`src/rtl/rv_fetch_queue_pkg.sv`:
```
// Shared fetch definitions: default XLEN, instruction byte stride and the
// {pc, inst} fetch entry carried through the instruction queue.
package rv_fetch_queue_pkg;

  localparam int unsigned XLEN_DEFAULT = 32;
  localparam int unsigned INST_BYTES   = 4;

  typedef struct packed {
    logic [XLEN_DEFAULT-1:0] pc;
    logic [XLEN_DEFAULT-1:0] inst;
  } fetch_entry_t;

endpackage

```
`src/rtl/rv_inst_fifo.sv`:
```
// Registered circular-buffer instruction queue with flush, parametrised by
// depth (power of two) and entry type.
module rv_inst_fifo
  import rv_fetch_queue_pkg::*;
#(
  parameter int unsigned DEPTH = 4,
  parameter type entry_t = fetch_entry_t
) (
  input  logic                         CLK,
  input  logic                         RST,
  input  logic                         flush_i,
  input  logic                         push_i,
  input  entry_t                       push_data_i,
  input  logic                         pop_i,
  output entry_t                       head_o,
  output logic                         full_o,
  output logic                         empty_o,
  output logic [$clog2(DEPTH+1)-1:0]   count_o
);

  localparam int unsigned PW = $clog2(DEPTH);
  localparam int unsigned CW = $clog2(DEPTH+1);

  entry_t        mem_q [DEPTH];
  logic [PW-1:0] wr_ptr_q, wr_ptr_d;
  logic [PW-1:0] rd_ptr_q, rd_ptr_d;
  logic [CW-1:0] count_q, count_d;
  logic          do_pop;

  assign empty_o = (count_q == '0);
  assign full_o  = (count_q == CW'(DEPTH));
  assign count_o = count_q;
  assign head_o  = mem_q[rd_ptr_q];

  // Pointers wrap naturally because DEPTH is a power of two.
  always_comb begin
    do_pop   = pop_i && !empty_o;
    wr_ptr_d = wr_ptr_q;
    rd_ptr_d = rd_ptr_q;
    count_d  = count_q;
    if (flush_i) begin
      wr_ptr_d = '0;
      rd_ptr_d = '0;
      count_d  = '0;
    end else begin
      if (push_i) wr_ptr_d = wr_ptr_q + PW'(1);
      if (do_pop) rd_ptr_d = rd_ptr_q + PW'(1);
      case ({push_i, do_pop})
        2'b10:   count_d = count_q + CW'(1);
        2'b01:   count_d = count_q - CW'(1);
        default: count_d = count_q;
      endcase
    end
  end

  always_ff @(posedge CLK) begin
    if (RST) begin
      wr_ptr_q <= '0;
      rd_ptr_q <= '0;
      count_q  <= '0;
    end else begin
      wr_ptr_q <= wr_ptr_d;
      rd_ptr_q <= rd_ptr_d;
      count_q  <= count_d;
    end
  end

  // Entry storage needs no reset: contents are only observed while non-empty.
  always_ff @(posedge CLK) begin
    if (push_i && !flush_i) mem_q[wr_ptr_q] <= push_data_i;
  end

  always_ff @(posedge CLK) begin
    if (!RST && !flush_i) assert (!(push_i && full_o));
  end

endmodule

```
`src/rtl/rv_fetch_queue.sv`:
```
// Instruction fetch front end: PC generation, request credit, redirect drop
// accounting and the decoupling queue. Define RV_FETCH_PERF_EN for perf counters.
module rv_fetch_queue
  import rv_fetch_queue_pkg::*;
#(
  parameter int unsigned     XLEN            = XLEN_DEFAULT,
  parameter logic [XLEN-1:0] RESET_PC        = '0,
  parameter int unsigned     DEPTH           = 4,
  parameter int unsigned     MAX_OUTSTANDING = 2
) (
  input  logic            CLK,
  input  logic            RST,
  output logic            imem_req_valid,
  input  logic            imem_req_ready,
  output logic [XLEN-1:0] imem_req_addr,
  input  logic            imem_rsp_valid,
  input  logic [XLEN-1:0] imem_rsp_data,
  input  logic            redirect_valid,
  input  logic [XLEN-1:0] redirect_pc,
  output logic            inst_valid,
  input  logic            inst_ready,
  output logic [XLEN-1:0] inst_data,
  output logic [XLEN-1:0] inst_pc
`ifdef RV_FETCH_PERF_EN
  ,
  output logic [31:0]     perf_fetched,
  output logic [31:0]     perf_dropped
`endif
);

  localparam int unsigned OW = $clog2(MAX_OUTSTANDING+1);
  localparam int unsigned CW = $clog2(DEPTH+1);

  typedef struct packed {
    logic [XLEN-1:0] pc;
    logic [XLEN-1:0] inst;
  } fq_entry_t;

  logic [XLEN-1:0] fetch_pc_q, fetch_pc_d;
  logic [XLEN-1:0] rsp_pc_q, rsp_pc_d;
  logic [OW-1:0]   outstanding_q, outstanding_d;
  logic [OW-1:0]   drop_cnt_q, drop_cnt_d;

  logic [31:0]     inflight;
  logic            credit_ok, req_valid, req_fire, rsp_push, inst_pop;
  logic            fifo_full, fifo_empty;
  logic [CW-1:0]   fifo_count;
  fq_entry_t       push_entry, head_entry;

  assign imem_req_valid = req_valid;
  assign imem_req_addr  = fetch_pc_q;
  assign inst_valid     = !RST && !fifo_empty;
  assign inst_data      = head_entry.inst;
  assign inst_pc        = head_entry.pc;
  assign push_entry     = '{pc: rsp_pc_q, inst: imem_rsp_data};

  // Requests are credited against both memory slots and free queue space, so
  // every response that returns is guaranteed a queue entry.
  always_comb begin
    inflight      = 32'(outstanding_q) + 32'(fifo_count);
    credit_ok     = (32'(outstanding_q) < MAX_OUTSTANDING) && (inflight < DEPTH) && !fifo_full;
    req_valid     = credit_ok && !redirect_valid && !RST;
    req_fire      = req_valid && imem_req_ready;
    rsp_push      = imem_rsp_valid && (drop_cnt_q == '0) && !redirect_valid;
    inst_pop      = inst_valid && inst_ready && !redirect_valid;

    fetch_pc_d    = fetch_pc_q;
    rsp_pc_d      = rsp_pc_q;
    drop_cnt_d    = drop_cnt_q;
    outstanding_d = outstanding_q + OW'(req_fire) - OW'(imem_rsp_valid);

    if (req_fire) fetch_pc_d = fetch_pc_q + XLEN'(INST_BYTES);
    if (rsp_push) rsp_pc_d = rsp_pc_q + XLEN'(INST_BYTES);
    if (imem_rsp_valid && (drop_cnt_q != '0)) drop_cnt_d = drop_cnt_q - OW'(1);

    // Everything still in flight at a redirect is stale, except a response
    // landing this very cycle, which is discarded directly.
    if (redirect_valid) begin
      fetch_pc_d = redirect_pc;
      rsp_pc_d   = redirect_pc;
      drop_cnt_d = outstanding_q - OW'(imem_rsp_valid);
    end
  end

  always_ff @(posedge CLK) begin
    if (RST) begin
      fetch_pc_q    <= RESET_PC;
      rsp_pc_q      <= RESET_PC;
      outstanding_q <= '0;
      drop_cnt_q    <= '0;
    end else begin
      fetch_pc_q    <= fetch_pc_d;
      rsp_pc_q      <= rsp_pc_d;
      outstanding_q <= outstanding_d;
      drop_cnt_q    <= drop_cnt_d;
    end
  end

  rv_inst_fifo #(
    .DEPTH   (DEPTH),
    .entry_t (fq_entry_t)
  ) u_fifo (
    .CLK         (CLK),
    .RST         (RST),
    .flush_i     (redirect_valid),
    .push_i      (rsp_push),
    .push_data_i (push_entry),
    .pop_i       (inst_pop),
    .head_o      (head_entry),
    .full_o      (fifo_full),
    .empty_o     (fifo_empty),
    .count_o     (fifo_count)
  );

`ifdef RV_FETCH_PERF_EN
  logic [31:0] perf_fetched_q, perf_dropped_q;

  always_ff @(posedge CLK) begin
    if (RST) begin
      perf_fetched_q <= '0;
      perf_dropped_q <= '0;
    end else begin
      if (rsp_push) perf_fetched_q <= perf_fetched_q + 32'd1;
      if (imem_rsp_valid && !rsp_push) perf_dropped_q <= perf_dropped_q + 32'd1;
    end
  end

  assign perf_fetched = perf_fetched_q;
  assign perf_dropped = perf_dropped_q;
`endif

endmodule

```
`config.mk`:
```
export PLATFORM = sky130hd
export DESIGN_NAME = rv_fetch_queue
export DESIGN_NICKNAME = d
export VERILOG_FILES = /design/src/rtl/rv_fetch_queue_pkg.sv /design/src/rtl/rv_inst_fifo.sv /design/src/rtl/rv_fetch_queue.sv
export SDC_FILE = /design/constraint.sdc
export NUM_CORES = 1
export LEC_CHECK = 0
export ABC_CLOCK_PERIOD_IN_PS = 10250
export CAP_MARGIN = 20
export CORE_MARGIN = 10
export CORE_UTILIZATION = 35
export CTS_CLUSTER_SIZE = 20
export DETAILED_ROUTE_END_ITERATION = 16
export PLACE_DENSITY_LB_ADDON = 0.15
export SLEW_MARGIN = 20
export SYNTH_ARGS = -nofsm -noshare
export SYNTH_HDL_FRONTEND = slang
export SYNTH_HIERARCHICAL = 1
export SYNTH_SLANG_ARGS = --single-unit
```
`constraint.sdc`:
```
create_clock -name CLK -period 10.25 [get_ports CLK]
set_input_delay 2.05 -clock CLK [delete_from_list [all_inputs] [get_ports CLK]]
set_output_delay 2.05 -clock CLK [all_outputs]
set_load 0.05 [all_outputs]
```
==> summary.txt <==
CTS
  • CTS root buf: clkbuf_16
  • CTS H-Tree Depth: 2
  • Post-CTS Hold Buffers: 0
  • Clk Latency, worst-skew pair: 0.52 ns
  • TritonCTS buffer count: 38
  • # Post-CTS Setup Buffers: 0
  • CTS tree: built
  • Clock tree buffer depth: 3
  • CTS Sinks: 333
  • Clock transition at path regs: 0.06 ns
  • PostCTS Resize Cnt: 0

Placement
  • Pre-CTS setup slack: 4.12 ns
  • Final GP Congestion: 0.776
  • DP Area: 15500 um2
  • Detail Placement HPWL: 19200 um
  • Buffers on Ports: 167

Critical path
  • WP buf/inv: 3
  • CP peak stage delay: 0.80 ns
  • Setup crit end kind: output port
  • Worst EP required: 8.20 ns
  • Crit-path max FO: 45
  • Slowest CP cell: clkdlybuf4s50_1
  • Setup crit start kind: primary input
  • Setup CP Type: in2out
  • CP delay by family, top: buffers and inverters
  • Worst path most repeated cell: clkdlybuf4s50_1
  • R2R Setup Slk: 7.35 ns
  • CP cell instances: clkdlybuf4s50_1 > buf_4 > a311oi_1 > and2_1 > clkdlybuf4s50_1
  • CP arrival: 4.10 ns

Drt
  • Final WL: 30400 um
  • Via density: 4.88
  • DRC Markers: 0
  • DR WL/cell: 19.8 um
  • Initial drt markers: 446
  • Routed Antenna Nets: 0
  • Vias: 7485
  • DR pass1 iterations: 4

Synth
  • Syn_area_per_cell: 16.4 um2
  • Syn nets: 900
  • Cell Area, Synth: 13400 um2
  • Synth Instances: 817
  • Number of synthesized flops with an enable pin: 256
  • Top FF cell, synth: edfxtp_1
  • FF+latch count, synth: 333
  • Ys async rst share: 0%
  • Synthesis Warnings: 6
  • Part of the Yosys area used for sequential elements: 68.9%
  • Synth unique cells: 58

Finish
  • Design area: 16800 um2
  • N_diodes: 0
  • Most frequent cells in the layout: edfxtp_1, clkdlybuf4s50_1, dfxtp_1, mux4_2, clkbuf_16
  • NumNets Final: 1078
  • Fill count: 3400
  • Commonest non-fill, non-tap cell in the layout: edfxtp_1
  • Ratio of cells with drive above 1 in the final layout: 13.9%
  • Area Overhead vs Synth: 25.2%

Timing
  • Final Hold Viols: 0
  • Sum Neg Setup Slack: 0 ns
  • Pins Over Slew Limit: 0
  • Worst hold slack: 0.467 ns
  • Worst slew pin tran: 0.963 ns
  • F_max: 163 MHz
  • Clock skew: 0.0108 ns
  • RSZ-0062 raised after global routing: false
  • Setup violators final: 0
  • Fin crit share: 60.0%
  • Fin crit period: 6.15 ns
  • Slew headroom: 35.8%
  • Final WS setup: 4.10 ns

Hold path
  • Worst min path class: reg2reg

Floorplan
  • Initial Util: 35.5%
  • Core ar.: 37700 um2
  • Die height: 216 um
  • Core Rows: 71
  • Horiz. Die Dim: 216 um
  • Die ar.: 46500 um2
  • Top Ports: 168

Power
  • Cell Pwr Density: 182 nW/um2
  • Peak supply drop: 0.0777 mV
  • Leakage: 5.43 nW

Global routing
  • GRT overflow: 0
  • Vias in the first global route: 7892
  • Gr usage total: 13.1%
  • Initial antenna violation count: 0
  • Pin count of the biggest net entering global routing: 65
  • First-pass GRT wire length: 47900 um

Flow run
  • Max-cap violations: 0

Status
  • Run status: complete, no violations
-- final timing paths --
kind	from	end	cells after the start
worst max register to register	drop_cnt_q[0]	u_fifo/mem_q[1][55]	8
worst min register to register	imem_req_addr[1]	imem_req_addr[1]	2
worst min-delay path	imem_req_addr[1]	imem_req_addr[1]	2
worst max-delay path	RST	imem_req_valid	5
-- cells in the mapped netlist, types with 5 or more instances --
library cell / n / share of area, %
a21boi_0: 35 / 2.0
xnor2_1: 11 / 0.72
a211oi_1: 10 / 0.56
buf_2: 9 / 0.34
and2_1: 8 / 0.37
nor2_1: 33 / 0.93
a21oi_1: 36 / 1.3
xor2_1: 39 / 2.6
and3_1: 11 / 0.51
nand4_1: 23 / 1.1
a311oi_1: 5 / 0.33
nand3_1: 21 / 0.79
and4_1: 7 / 0.46
clkbuf_1: 21 / 0.59
nor3_1: 9 / 0.34
inv_1: 36 / 1.0
edfxtp_1: 256 / 57
dfxtp_1: 77 / 12
ha_1: 12 / 1.1
mux4_2: 60 / 10
nand2_1: 29 / 0.81
buf_12: 6 / 0.90
-- worst register-to-register path, cell delays in order, from the launching register on --
cell and delay (ns):
dfxtp_1 0.32, inv_1 0.06, ha_1 0.19, nand2_1 0.17
nor2_1 0.29, inv_1 0.13, nor2_1 0.25, and2_4 0.49
buf_4 0.59
-- registers in the layout, indices dropped and copies added, names as in the netlist, named ones only --
register / count
drop_cnt_q: 2
imem_req_addr: 32
outstanding_q: 2
rsp_pc_q: 32
u_fifo/count_o: 3
u_fifo/mem_q: 256
u_fifo/rd_ptr_q: 2
u_fifo/wr_ptr_q: 2
-- area by class of cell --
type / count / area, um2 / area share [%]
sequential: 333 / 9240 / 55.1
multi-input combinational: 407 / 3760 / 22.5
timing repair buffer: 177 / 1740 / 10.4
clock buffer: 47 / 1050 / 6.26
tap: 511 / 639 / 3.81
clock inverter: 21 / 188 / 1.12
inverter: 38 / 143 / 0.851
-- cell families (layout without fill, tap and decap cells) --
| logic type | Yosys count | count (layout) | share of synthesized area, % |
|---|---|---|---|
| mux | 67 | 67 | 11.1 |
| fa+ha+maj | 13 | 13 | 1.27 |
| flops | 333 | 333 | 68.9 |
| compound gates | 113 | 113 | 5.78 |
| buf+inv | 77 | 283 | 3.07 |
| simple gates | 164 | 164 | 6.57 |
| xor+xnor | 50 | 50 | 3.27 |
-- power by group --
group | leakage (nW) | switching (mW) | total [mW] | internal (mW)
combinational | 1.88 | 0.124 | 0.209 | 0.0852
clock | 0.591 | 0.523 | 1.33 | 0.802
sequential | 2.97 | 0.0344 | 1.52 | 1.48
total | 5.43 | 0.681 | 3.05 | 2.37
-- layer usage --
layer,GRT usage (%),part of all wire (%),vias up
met4,3.45,1.5,0
met1,18.0,46,3714
met3,3.75,6.9,37
li1,-,-,3542
met2,20.0,45,192
met5,0,0,-
-- metrics by stage --
stage	util [%]	instances	total power [mW]
final	44.5	1534	3.05
after global routing	44.5	1534	3.18
after CTS	44.5	1534	3.10
after detailed placement	41.2	1466	1.76
after global placement	41.2	1466	1.76
after floorplan	-	817	1.66
Power figures use the tool's default switching activity.
